## src/rtl/flasher_pkg.sv

```systemverilog
// Shared constants and state type for the bound flasher blocks
// (bound_flasher_ctrl, next_counter_generator, lamp_decoder).
package flasher_pkg;

    localparam logic [1:0] COUNT_DIS     = 2'b00;
    localparam logic [1:0] COUNT_UP_EN   = 2'b01;
    localparam logic [1:0] COUNT_DOWN_EN = 2'b10;
    localparam logic [1:0] COUNT_HOLD    = 2'b11;

    localparam logic [4:0] COUNTER_INIT = 5'd0;
    localparam logic [4:0] LAMP_MAX     = 5'd16;
    localparam logic [4:0] LAMP_LOW     = 5'd5;
    localparam logic [4:0] LAMP_MID     = 5'd10;

    typedef enum logic [2:0] {
        ST_IDLE,
        ST_UP16,
        ST_DN5,
        ST_UP10,
        ST_DN0A,
        ST_UP5,
        ST_DN0B
    } flash_state_t;

    // Counter command that a state issues while it is being entered or held
    function automatic logic [1:0] state_cmd(input flash_state_t st);
        logic [1:0] cmd;
        cmd = COUNT_DIS;
        case (st)
            ST_UP16, ST_UP10, ST_UP5: cmd = COUNT_UP_EN;
            ST_DN5, ST_DN0A, ST_DN0B: cmd = COUNT_DOWN_EN;
            default:                  cmd = COUNT_DIS;
        endcase
        return cmd;
    endfunction

endpackage

```

## src/rtl/lamp_decoder.sv

```systemverilog
// Counter to thermometer lamp vector: lamp[i] is lit when counter > i,
// so any value at or above LAMP_N lights every lamp.
module lamp_decoder
    import flasher_pkg::*;
#(
    parameter int LAMP_N = 16
) (
    input  logic [4:0]        counter,
    output logic [LAMP_N-1:0] lamp
);

    always_comb begin
        lamp = '0;
        for (int i = 0; i < LAMP_N; i++) begin
            lamp[i] = (int'(counter) > i);
        end
    end

endmodule

```

## src/rtl/bound_flasher_ctrl.sv

```systemverilog
// Sequencing FSM for the bound flasher: walks 0->16->5->10->0->5->0.
// Kickback at DN5/DN0A is enabled by defining FLASHER_KICKBACK_EN.
module bound_flasher_ctrl
    import flasher_pkg::*;
#(
    parameter int LAMP_N = 16
) (
    input  logic              clk,
    input  logic              rst_n,
    input  logic              flick,
    input  logic [4:0]        counter,
    output logic [1:0]        count_state,
    output logic [4:0]        counter_load,
    output logic              counter_load_en,
    output logic [LAMP_N-1:0] lamp,
    output logic              busy
);

`ifdef FLASHER_KICKBACK_EN
    localparam logic KICKBACK = 1'b1;
`else
    localparam logic KICKBACK = 1'b0;
`endif

    flash_state_t state;
    flash_state_t state_next;
    logic         illegal;
    logic         kick_req;

    assign illegal  = (counter > LAMP_MAX);
    assign kick_req = KICKBACK & flick;

    // An out-of-range counter outranks any target hit or kickback
    always_comb begin
        state_next = state;
        if (illegal) begin
            state_next = ST_IDLE;
        end else begin
            case (state)
                ST_IDLE: if (flick)                  state_next = ST_UP16;
                ST_UP16: if (counter == LAMP_MAX)    state_next = ST_DN5;
                ST_DN5:  if (counter == LAMP_LOW)    state_next = kick_req ? ST_UP16 : ST_UP10;
                ST_UP10: if (counter == LAMP_MID)    state_next = ST_DN0A;
                ST_DN0A: if (counter == COUNTER_INIT) state_next = kick_req ? ST_UP10 : ST_UP5;
                ST_UP5:  if (counter == LAMP_LOW)    state_next = ST_DN0B;
                ST_DN0B: if (counter == COUNTER_INIT) state_next = ST_IDLE;
                default:                             state_next = ST_IDLE;
            endcase
        end
    end

    // Commands follow the next state so the counter turns around without dwelling
    always_comb begin
        count_state     = rst_n ? state_cmd(state_next) : COUNT_DIS;
        counter_load_en = rst_n & illegal;
        counter_load    = COUNTER_INIT;
        busy            = rst_n && (state != ST_IDLE);
    end

    always_ff @(posedge clk) begin
        if (!rst_n) begin
            state <= ST_IDLE;
        end else begin
            state <= state_next;
        end
    end

    lamp_decoder #(.LAMP_N(LAMP_N)) u_lamp_decoder (
        .counter (counter),
        .lamp    (lamp)
    );

endmodule

```

## config.mk

```make
export PLATFORM = sky130hd
export DESIGN_NAME = bound_flasher_ctrl
export DESIGN_NICKNAME = d
export VERILOG_FILES = /design/src/rtl/flasher_pkg.sv /design/src/rtl/lamp_decoder.sv /design/src/rtl/bound_flasher_ctrl.sv
export SDC_FILE = /design/constraint.sdc
export NUM_CORES = 1
export LEC_CHECK = 0
export BUFFER_PORTS_ARGS = -buffer_cell sky130_fd_sc_hd__buf_2
export CELL_PAD_IN_SITES_DETAIL_PLACEMENT = 1
export CELL_PAD_IN_SITES_GLOBAL_PLACEMENT = 2
export CORE_MARGIN = 5
export CORE_UTILIZATION = 22
export CTS_CLUSTER_DIAMETER = 120
export DETAILED_ROUTE_END_ITERATION = 12
export GPL_TIMING_DRIVEN = 0
export PLACE_DENSITY_LB_ADDON = 0.1
export SLEW_MARGIN = 20
export SYNTH_ARGS = -nofsm -noshare
export SYNTH_HDL_FRONTEND = slang
export SYNTH_HIERARCHICAL = 1
export SYNTH_SLANG_ARGS = --single-unit
```

## constraint.sdc

```tcl
create_clock -name clk -period 4.9 [get_ports clk]
set_input_delay 0.98 -clock clk [delete_from_list [all_inputs] [get_ports clk]]
set_output_delay 0.98 -clock clk [all_outputs]
set_load 0.01 [all_outputs]
```

== Word-level counts from Yosys, hierarchy flattened ==
Cells that the tools add are included.
W data, S select, Z words.

* $lt $le $gt $ge: 17
* Equal/unequal tests: 15
* Multiplexer cells: 11
* Bitwise logic cells: 1
* Reductions and logical operators: 6

{| class="wikitable"
|+ Operators by type and width
! cell !! count
|-
| $gt A5 B4 Y1 const B || 8
|-
| $mux W3 || 8
|-
| $pmux W3 S7 || 1
|-
| $gt A5 B3 Y1 const B || 4
|-
| $eq A3 B3 Y1 const B || 6
|-
| $eq A3 B2 Y1 const B || 4
|-
| $gt A5 B1 Y1 const B || 2
|-
| $gt A5 B2 Y1 const B || 2
|-
| $eq A3 B1 Y1 const B || 2
|-
| $reduce_or A3 Y1 || 2
|-
| $eq A5 B3 Y1 const B || 1
|-
| $eq A5 B4 Y1 const B || 1
|-
| $eq A5 B5 Y1 const B || 1
|-
| $gt A5 B5 Y1 const B || 1
|-
| $logic_not A5 Y1 || 1
|-
| $pmux W2 S2 || 1
|-
| $logic_not A3 Y1 || 1
|-
| $reduce_bool A3 Y1 || 1
|-
| $mux W2 || 1
|-
| $and A1 B1 Y1 || 1
|-
| $logic_and A1 B1 Y1 || 1
|}

* Register bits: 3
* Bits of input ports: 8
* Output and inout bits: 25
* Logic and storage cells: 51

== Logic depth before layout (Yosys ltp) ==
Gate-level depths: netlist of run 1.

* Word-level depth: 8
* Mapped depth: 5
* Gate-level depth less buffers: 4

== By module ==
Netlist of run 1, hierarchy kept.

{| class="wikitable"
|+ Modules (own cells, without submodules)
! module !! instances !! cells each !! area an instance (µm²) !! seq. area each (µm²)
|-
| bound_flasher_ctrl || 1 || 60 || 427.9 || 60.1
|-
| lamp_decoder || 1 || 27 || 142.6 || 0.0
|}

== Worst setup path before layout of run 1 ==
No wires, ideal clock.

* Kind: input-to-output
* From: input port counter[0]
* To: output port count_state[1]
* Arrival time: 2.214 ns
* Data required time: 3.920 ns
* Setup slack: 1.706 ns
* Stages: 5
* Path buffers: 1
* Cells stage by stage: buf_4 -> or4b_1 -> a21boi_2 -> o21ai_1 -> a2111oi_2

* Longest elaborated chain between the ends: 8
* Elaborated cells on any way between the ends: 23
* Classes of those cells: 1 x order compare; 9 x eq/ne; 10 x mux; 3 x reduce/logical

{| class="wikitable"
|+ Ends and longest elaborated chain
! what !! RTL line !! source
|-
| start, declared || bound_flasher_ctrl.sv:11 || <nowiki>input logic [4:0] counter,</nowiki>
|-
| $eq A5 B3 Y1, or another cell as far along || bound_flasher_ctrl.sv:42, bound_flasher_ctrl.sv:45 ||
|-
| $mux W3, or another cell as far along || bound_flasher_ctrl.sv:45 || <nowiki>ST_UP5: if (counter == LAMP_LOW) state_next = ST_DN0B;</nowiki>
|-
| $pmux W3 S7 || bound_flasher_ctrl.sv:39 || <nowiki>case (state)</nowiki>
|-
| $mux W3 (*) || bound_flasher_ctrl.sv:36 || <nowiki>if (illegal) begin</nowiki>
|-
| $eq A3 B2 Y1, or another cell as far along || flasher_pkg.sv:29 || <nowiki>case (st)</nowiki>
|-
| $reduce_or A3 Y1 || flasher_pkg.sv:29 ||
|-
| $pmux W2 S2 (*) || flasher_pkg.sv:29 ||
|-
| $mux W2 (*) || bound_flasher_ctrl.sv:54 || <nowiki>count_state = rst_n ? state_cmd(state_next) : COUNT_DIS;</nowiki>
|-
| end, declared || bound_flasher_ctrl.sv:12 || <nowiki>output logic [1:0] count_state,</nowiki>
|}

Every way passes the cells marked *; elsewhere a longest branch is shown, timed or not.

== Worst setup path after layout of run 1 ==
Ends and elaborated chain as after synthesis.

==> results of run 1 <==
per-layer routing:
| layer | track usage, % | wire length, um | up-vias |
|---|---|---|---|
| met1 | 15.0 | 901 | 336 |
| met4 | 3.72 | 29 | 0 |
| met3 | 3.83 | 128 | 4 |
| met2 | 18.9 | 905 | 21 |
| met5 | 0 | 0 | - |
| li1 | - | - | 366 |
logic make-up after synthesis:
family,share of synthesized area (%)
buf+inv,15.8
flops,10.5
compound gates,33.3
simple gates,39.7
other cells,0.657
worst max-delay path: stages:
cell,delay (ps)
buf_2,130
buf_4,170
or3b_1,370
o221ai_1,230
o211ai_1,210
a2111oi_2,330
buf_2,190
layout by cell type (no fill, tap or decap), types with 3 or more instances in the layout:
cell,n
nand2_1,12
a21oi_1,7
nor3_1,3
buf_4,6
clkbuf_4,3
dfxtp_1,3
conb_1,5
clkbuf_1,3
nor2_1,9
inv_1,6
buf_2,29
o21ai_0,5
nand2b_1,4
power by group:
group	switching, mW	internal [mW]	total (mW)
logic	0.0296	0.0200	0.0496
clock network	0.0147	0.0306	0.0454
registers	0.000282	0.0250	0.0253
worst paths after layout:
path,to
worst min-delay path,state[2]
worst max-delay path,count_state[1]
worst max register to register,state[0]
worst min register to register,state[2]
per-stage QoR:
stage / utilization (%) / cells / total power, mW / hold WS [ps] / instance area, um2
floorplan: - / 91 / 0.0550 / 569 / 586
CTS: 31.7 / 152 / 0.124 / 660 / 785
global placement: 30.6 / 148 / 0.0753 / 641 / 758
detailed placement: 30.6 / 148 / 0.0760 / 650 / 758
finish: 31.7 / 152 / 0.120 / 651 / 785
global route: 31.7 / 152 / 0.132 / 710 / 785
layout make-up:
cell class | count | area (um2) | area share, %
Buffer | 11 | 67.6 | 8.61
Clock buffer | 4 | 26.3 | 3.35
Inverter | 6 | 22.5 | 2.87
Multi-Input combinational cell | 71 | 435 | 55.5
Sequential cell | 3 | 60.1 | 7.66
Tap cell | 30 | 37.5 | 4.78
Timing Repair Buffer | 27 | 135 | 17.2
==> impl_metrics.toml, run 1 <==
[global_route]
grt_pass1_vias = 690
antenna_found_initial = 0
overflow = 0
grt_start_max_net_pins = 17
grt_use_total_pct = 11.8
grt_pass1_wl_um = 3300

[die]
die_h_um = 60.9
coreArea_um2 = 2480
io_pins = 33
initial_utilization_pct = 23.0
die_x_um = 60.9
rows = 18
die_area_um2 = 3710

[sta]
fin_crit_sh_pct = 73.3
min_period_ps = 3590
hold_viol = 0
fmax_mhz = 279
finalSetupViolations = 0
rsz0062_at_grt = "false"
final.setup.worst_slack_ps = 1310
tightest_slew_ps = 516
slew_viol_final = 0
slew_headroom_pct = 65.1
fin_setup_tns_ps = 0
skew_ps = 2.16

[synth]
synth-main-ff-cell = "dfxtp_1"
async_reset_ff_share_pct = 0
ys_ff_latch = 3
synth.most_common_cell = "nand2_1"
synth_top_cell_by_area = "dfxtp_1"
syn_area_um2 = 571
syn_inst = 87
synth_seq_area_share_pct = 10.5
synth_edf_count = 0
yosysWarningCount = 6
synth.distinct_cells = 35
netlist.area_leader.share_pct = 10.5
avgSynthCellArea_um2 = 6.56
synth_top_cells_by_count = "nand2_1, nor2_1, a21oi_1"
synth_area_leaders = "dfxtp_1, buf_4, nand2_1"

[cts]
clkLatencyLatePin_ps = 240
cts.path.max_buffers = 2
cts_tree = "built"
postCtsSetupRepairBufs = 0
h-tree-depth = 1
clkTransAtPathRegs_ps = 40
hold_buffers = 0
post_cts_resized = 0
clock_sinks = 3
cts_buffers = 3
root_buffer = "clkbuf_4"

[cells_and_area]
diodes = 0
reg.largest.list = "state x3"
largest_reg_flops = 3
largest_register = "state"
syn_to_final_growth_pct = 37.5
drive_above_1_share_pct = 40.2
fillers = 344
nets = 131

[detailed_routing]
vias = 727
drcViolationCount = 0
drtIter0Drc = 22
viasPerCell = 4.78
dr.pass1.iters = 4
ant_nets = 0
wl_per_cell_um = 12.9
routed_wl_um = 1970

[power_and_ir_drop]
power_leakage_nw = 0.334
ir_worst_vdd_mv = 0.105
power_density_nw_per_um2 = 153

[critical_path]
end_kind = "output port"
criticalPathCategory = "input pin to output port"
startpoint = "counter[0]"
r2r-start = "state[0]"
path_max_fanout = 10
rr_worst_depth = 4
r2r_slack_ps = 3380
cp-start-kind = "input pin"
arrival_ps = 2610
critPathRequiredTime_ps = 3920

[place]
gp_congestion = 0.741
io_buffers = 27
dpl.hpwl_um = 1500
post-place-ws_ps = 1290

[hold_path]
hold_path.class = "register to register"
min-delay-start = "state[2]"
whs_path_depth = 3

[outcome]
status = "completed"

[job]
drv.max_cap_violation_count = 0
(Power assumes the default switching activity.)
==> run 2: changes to the inputs <==
Settings changed: ABC_AREA set to 1, CORE_UTILIZATION 22 to 17.
Clock period 4.9 ns to 2.9 ns, I/O delays scaled along.
==> run 2 against run 1 <==
  * Clock-buffer cell count stayed put
  * Largest cell class unchanged
  * Largest power group unchanged
  * Setup slack worse by 660 ps
  * Via count is 5.4% lower
==> impl_metrics.toml, run 2 <==
[cells_and_area]
multiInputGateArea_um2 = 388
seq_area_um2 = 60.1
final_cell_mix = "buf_2, nand2_1, inv_1, nand3_1, nor2_1"
syn_to_final_growth_pct = 42.7
largest_register = "state"
final_cells = 178
drive_above_1_share_pct = 37.3
fillers = 431
nets = 143
reg.largest.list = "state x3"
design_area_um2 = 773
largest_reg_flops = 3
final_common_cell = "buf_2"
diodes = 0

[sta]
fmax_mhz = 445
slew_viol_final = 0
min_period_ps = 2250
final.setup.worst_slack_ps = 655
fin_setup_tns_ps = 0
skew_ps = 0.996
finalSetupViolations = 0
fin_crit_sh_pct = 77.4
hold_viol = 0
rsz0062_at_grt = "false"

[die]
io_pins = 33
coreArea_um2 = 3050
die_area_um2 = 4420
rows = 20
initial_utilization_pct = 17.7
die_x_um = 66.5
die_h_um = 66.5

[critical_path]
slowest_delay_ps = 170
worstPathCellList = "buf_2, nor2_4, nand3_1, nand2_1, nand3_2, nor2_4, nor2_1, a21oi_2, buf_2"
cp-start-kind = "input pin"
path_buf_inv = 2
arrival_ps = 1670
r2r_slack_ps = 1720
path_max_fanout = 9
criticalPathCategory = "input pin to output port"
cp_slowest_cell = "buf_2"
rr_worst_depth = 6
crit_family = "simple AND/OR/NAND/NOR gates"
cp.depth = 9
critPathRequiredTime_ps = 2320
end_kind = "output port"

[cts]
clock_sinks = 3
clkLatencyLatePin_ps = 230
hold_buffers = 0
clkTransAtPathRegs_ps = 40
cts.path.max_buffers = 2
post_cts_resized = 0
h-tree-depth = 1
postCtsSetupRepairBufs = 0
cts_buffers = 3
cts_tree = "built"
root_buffer = "clkbuf_4"

[global_route]
antenna_found_initial = 0
grt_use_total_pct = 9.27
grt_start_max_net_pins = 10
grt_pass1_wl_um = 3280
grt_pass1_vias = 754
overflow = 0

[power_and_ir_drop]
ir_worst_vdd_mv = 0.0913
power_density_nw_per_um2 = 252
power_leakage_nw = 0.406
power_mw = 0.195

[synth]
synth-main-ff-cell = "dfxtp_1"
async_reset_ff_share_pct = 0
netlist.area_leader.share_pct = 12.9
synth_top_cell_by_area = "nand3_1"
syn_area_um2 = 542
synth_top_cells_by_count = "nand2_1, inv_1, nand3_1, nor2_1, o21ai_1"
yosysWarningCount = 6
synth.most_common_cell = "nand2_1"
synth_edf_count = 0
avgSynthCellArea_um2 = 5.47
synth_seq_area_share_pct = 11.1
syn_inst = 99
synth.distinct_cells = 20
synth_area_leaders = "nand3_1, nand2_1, dfxtp_1"
ys_ff_latch = 3

[hold_path]
hold_path.class = "input pin to register"
whs_path_depth = 3

[place]
dpl-instance-area_um2 = 747
io_buffers = 27
gp_congestion = 0.675
dpl.hpwl_um = 1560
placedCellCount = 174
post-place-ws_ps = 641

[detailed_routing]
vias = 688
ant_nets = 0
routed_wl_um = 1890
dr.pass1.iters = 3
wl_per_cell_um = 10.6
viasPerCell = 3.87
drtIter0Drc = 20
drcViolationCount = 0

[outcome]
status = "completed"

[job]
drv.max_cap_violation_count = 0
run 2: cell types whose count changed in the layout (fill, tap and decap cells not counted), moves of 4 or more:
cell,before,now
nand2b_1,4,0
a21oi_1,7,1
nand2_1,12,17
nor2_1,9,14
o21ai_1,1,6
inv_1,6,14
nand3_1,1,14
o21ai_0,5,1
inv_2,0,4
run 2: worst min-delay path: stages:
cell and delay, ps:
buf_2 110, inv_1 120, nor3_1 80
run 2: logic make-up (layout without fill, tap and decap cells):
kind of cell           count (synthesis)  count (layout)  share of synthesized area, %
AND/OR/NAND/NOR                       60              60                          55.7
AO/OA/AOI/OAI                         11              11                          12.5
other                                  1               5                         0.692
buffers and inverters                 24              55                          20.1
flip-flops                             3               3                          11.1
run 2: per-layer routing:
metal	track usage [%]	wire, um	up-vias
li1	-	-	375
met1	12.3	965	299
met2	15.7	850	14
met3	1.69	72	0
met4	1.52	0	0
met5	0	0	-
run 2: worst paths after layout:
path	end	from
worst max-delay path	count_state[1]	counter[2]
worst min-delay path	state[0]	rst_n
worst max register to register	state[1]	state[0]
worst min register to register	state[2]	state[1]
run 2: report_power, final:
group	total [mW]	internal, mW	switching, mW
Sequential	0.0439	0.0423	0.00157
Combinational	0.0801	0.0301	0.0499
Clock	0.0710	0.0514	0.0196
Total	0.195	0.124	0.0711
run 2: layout make-up:
class / count / share of cell area, %
Multi-Input combinational cell: 76 / 50.2
Timing Repair Buffer: 27 / 17.5
Inverter: 18 / 8.74
Sequential cell: 3 / 7.77
Tap cell: 44 / 7.12
Buffer: 6 / 5.34
Clock buffer: 4 / 3.40
run 2: metrics by stage:
step | hold WS [ps] | util (%)
after global routing | 749 | 25.3
after CTS | 712 | 25.3
after floorplan | 656 | -
after global placement | 756 | 24.5
final | 714 | 25.3
after detailed placement | 759 | 24.5
==> run 3: changes to the inputs <==
Clock period 2.9 ns to 1.94 ns, I/O delays scaled along.
==> run 3 against run 2 <==
  * Utilization increased by 0.29 points
  * Setup slack got worse by 560 ps
  * Final cell count unchanged
  * Clock-buffer cell count unchanged
  * Routed wire length unchanged
  * Sequential power increased by 50%
  * Largest cell class unchanged
  * Largest power group unchanged
==> impl_metrics.toml, run 3 (synthesis gave the netlist of run 2 again) <==
[outcome]
status = "completed"

[detailed_routing]
drtIter0Drc = 25
routed_wl_um = 1890
dr.pass1.iters = 4
drcViolationCount = 0
vias = 700
ant_nets = 0
viasPerCell = 3.93
wl_per_cell_um = 10.6

[global_route]
overflow = 0
grt_use_total_pct = 9.27
antenna_found_initial = 0
grt_start_max_net_pins = 10
grt_pass1_vias = 754
grt_pass1_wl_um = 3280

[power_and_ir_drop]
power_frac_clock_pct = 36.4
power_frac_comb_pct = 41.1
swShare_pct = 36.6
p_switching_mw = 0.107
power_mw = 0.292
p_int_mw = 0.186
pwr-share-seq_pct = 22.5
power_leakage_nw = 0.408
ir_worst_vdd_mv = 0.137
power_density_nw_per_um2 = 374

[critical_path]
end_kind = "output port"
criticalPathCategory = "input pin to output port"
slowest_delay_ps = 180
arrival_ps = 1450
startpoint = "counter[1]"
worstPathCellList = "buf_2, nor2_4, inv_1, nor2_1, nand2_1, nand3_2, nor2_4, nor2_1, a21oi_2, buf_2"
path_max_fanout = 6
rr_worst_depth = 6
r2r-end = "state[1]"
critPathRequiredTime_ps = 1550
r2r_slack_ps = 850
r2r-start = "state[0]"
cp-start-kind = "input pin"
cp_slowest_cell = "nor2_4"

[die]
io_pins = 33
die_h_um = 66.5
die_x_um = 66.5
initial_utilization_pct = 17.7
rows = 20
die_area_um2 = 4420
coreArea_um2 = 3050

[cells_and_area]
multiInputGateArea_um2 = 393
postLayoutCoreUtil_pct = 25.6
nets = 143
seq_area_um2 = 63.8
fillers = 428
reg.largest.list = "state x3"
final_cell_mix = "buf_2, nand2_1, inv_1, nor2_1, nand3_1"
final_common_cell = "buf_2"
largest_register = "state"
largest_reg_flops = 3
syn_to_final_growth_pct = 44.3
drive_above_1_share_pct = 40.3
diodes = 0

[cts]
cts_buffers = 3
clkTransAtPathRegs_ps = 40
clkLatencyLatePin_ps = 230
root_buffer = "clkbuf_4"
cts.path.max_buffers = 2
cts_tree = "built"
clock_sinks = 3
h-tree-depth = 1

[sta]
fin_crit_sh_pct = 95.0
finalSetupViolations = 0
skew_ps = 0.791
fmax_mhz = 543
slew_viol_final = 0
rsz0062_at_grt = "false"
fin_setup_tns_ps = 0
hold_viol = 0
min_period_ps = 1840

[place]
io_buffers = 27
gp_congestion = 0.675
dpl.hpwl_um = 1560

[hold_path]
whs_path_depth = 3
hold_path.class = "input pin to register"
min-delay-start = "rst_n"
holdPathEnd = "state[0]"

[job]
drv.max_cap_violation_count = 0
## run 3: changes by cell type in the layout (fill, tap and decap cells not counted)
cell	delta
nand3_2	+1
dfxtp_2	+3
dfxtp_1	-3
nand3_1	-1
## run 3: stage by stage
step | instances | instance area, um2 | setup slack [ps] | hold slack, ps
after floorplan | 103 | 557 | 424 | 572
after global placement | 174 | 747 | 81.7 | 750
after detailed placement | 174 | 747 | 64.8 | 758
after CTS | 178 | 773 | 30.5 | 520
after global routing | 178 | 782 | 5.28 | 550
final | 178 | 782 | 97.4 | 514
## run 3: cell type report
| type | instances | share of cell area, % |
|---|---|---|
| Sequential cell | 3 | 8.16 |
| Multi-Input combinational cell | 76 | 50.2 |
| Timing Repair Buffer | 27 | 17.3 |
| Tap cell | 44 | 7.04 |
| Buffer | 6 | 5.28 |
| Inverter | 18 | 8.64 |
| Clock buffer | 4 | 3.36 |
## run 3: how the worst max path moves through the flow
stage | end | slack [ps] | cells past startpoint
2_1_floorplan | count_state[0] | 420 | 7
3_3_place_gp | count_state[1] | 80 | 9
3_5_place_dp | count_state[1] | 60 | 9
4_1_cts | count_state[1] | 30 | 9
5_1_grt | count_state[1] | 5 | 8
6_report | count_state[1] | 100 | 10
## run 3: power by group through the flow
| stage | Clock, mW | Combinational, mW | Sequential [mW] |
|---|---|---|---|
| 2_1_floorplan | 0 | 0.0714 | 0.0658 |
| 3_3_place_gp | 0 | 0.121 | 0.0665 |
| 3_5_place_dp | 0 | 0.121 | 0.0667 |
| 4_1_cts | 0.113 | 0.122 | 0.0657 |
| 5_1_grt | 0.121 | 0.136 | 0.0662 |
| 6_report | 0.106 | 0.120 | 0.0659 |
## run 3: routing by layer
metal / share of wire, % / vias up / global-route usage (%) / wire (um)
met1: 50 / 310 / 12.3 / 951
met5: 0 / - / 0 / 0
li1: - / 376 / - / -
met2: 46 / 14 / 15.7 / 864
met3: 3.8 / 0 / 1.69 / 72
met4: 0 / 0 / 1.52 / 0
## run 3: critical path, delay by kind of cell
family                 cells  cell delay (ps)
buffers and inverters      3              350
and+or+nand+nor            6              690
AOI/OAI and AO/OA          1               40
## run 3: what timing repair did
item / CTS / global route
setup buffers: 0 / 0
hold endpoints to repair: 0 / 0
setup endpoints to repair: 0 / 2
resized for setup: 0 / 4
hold buffers: 0 / 0
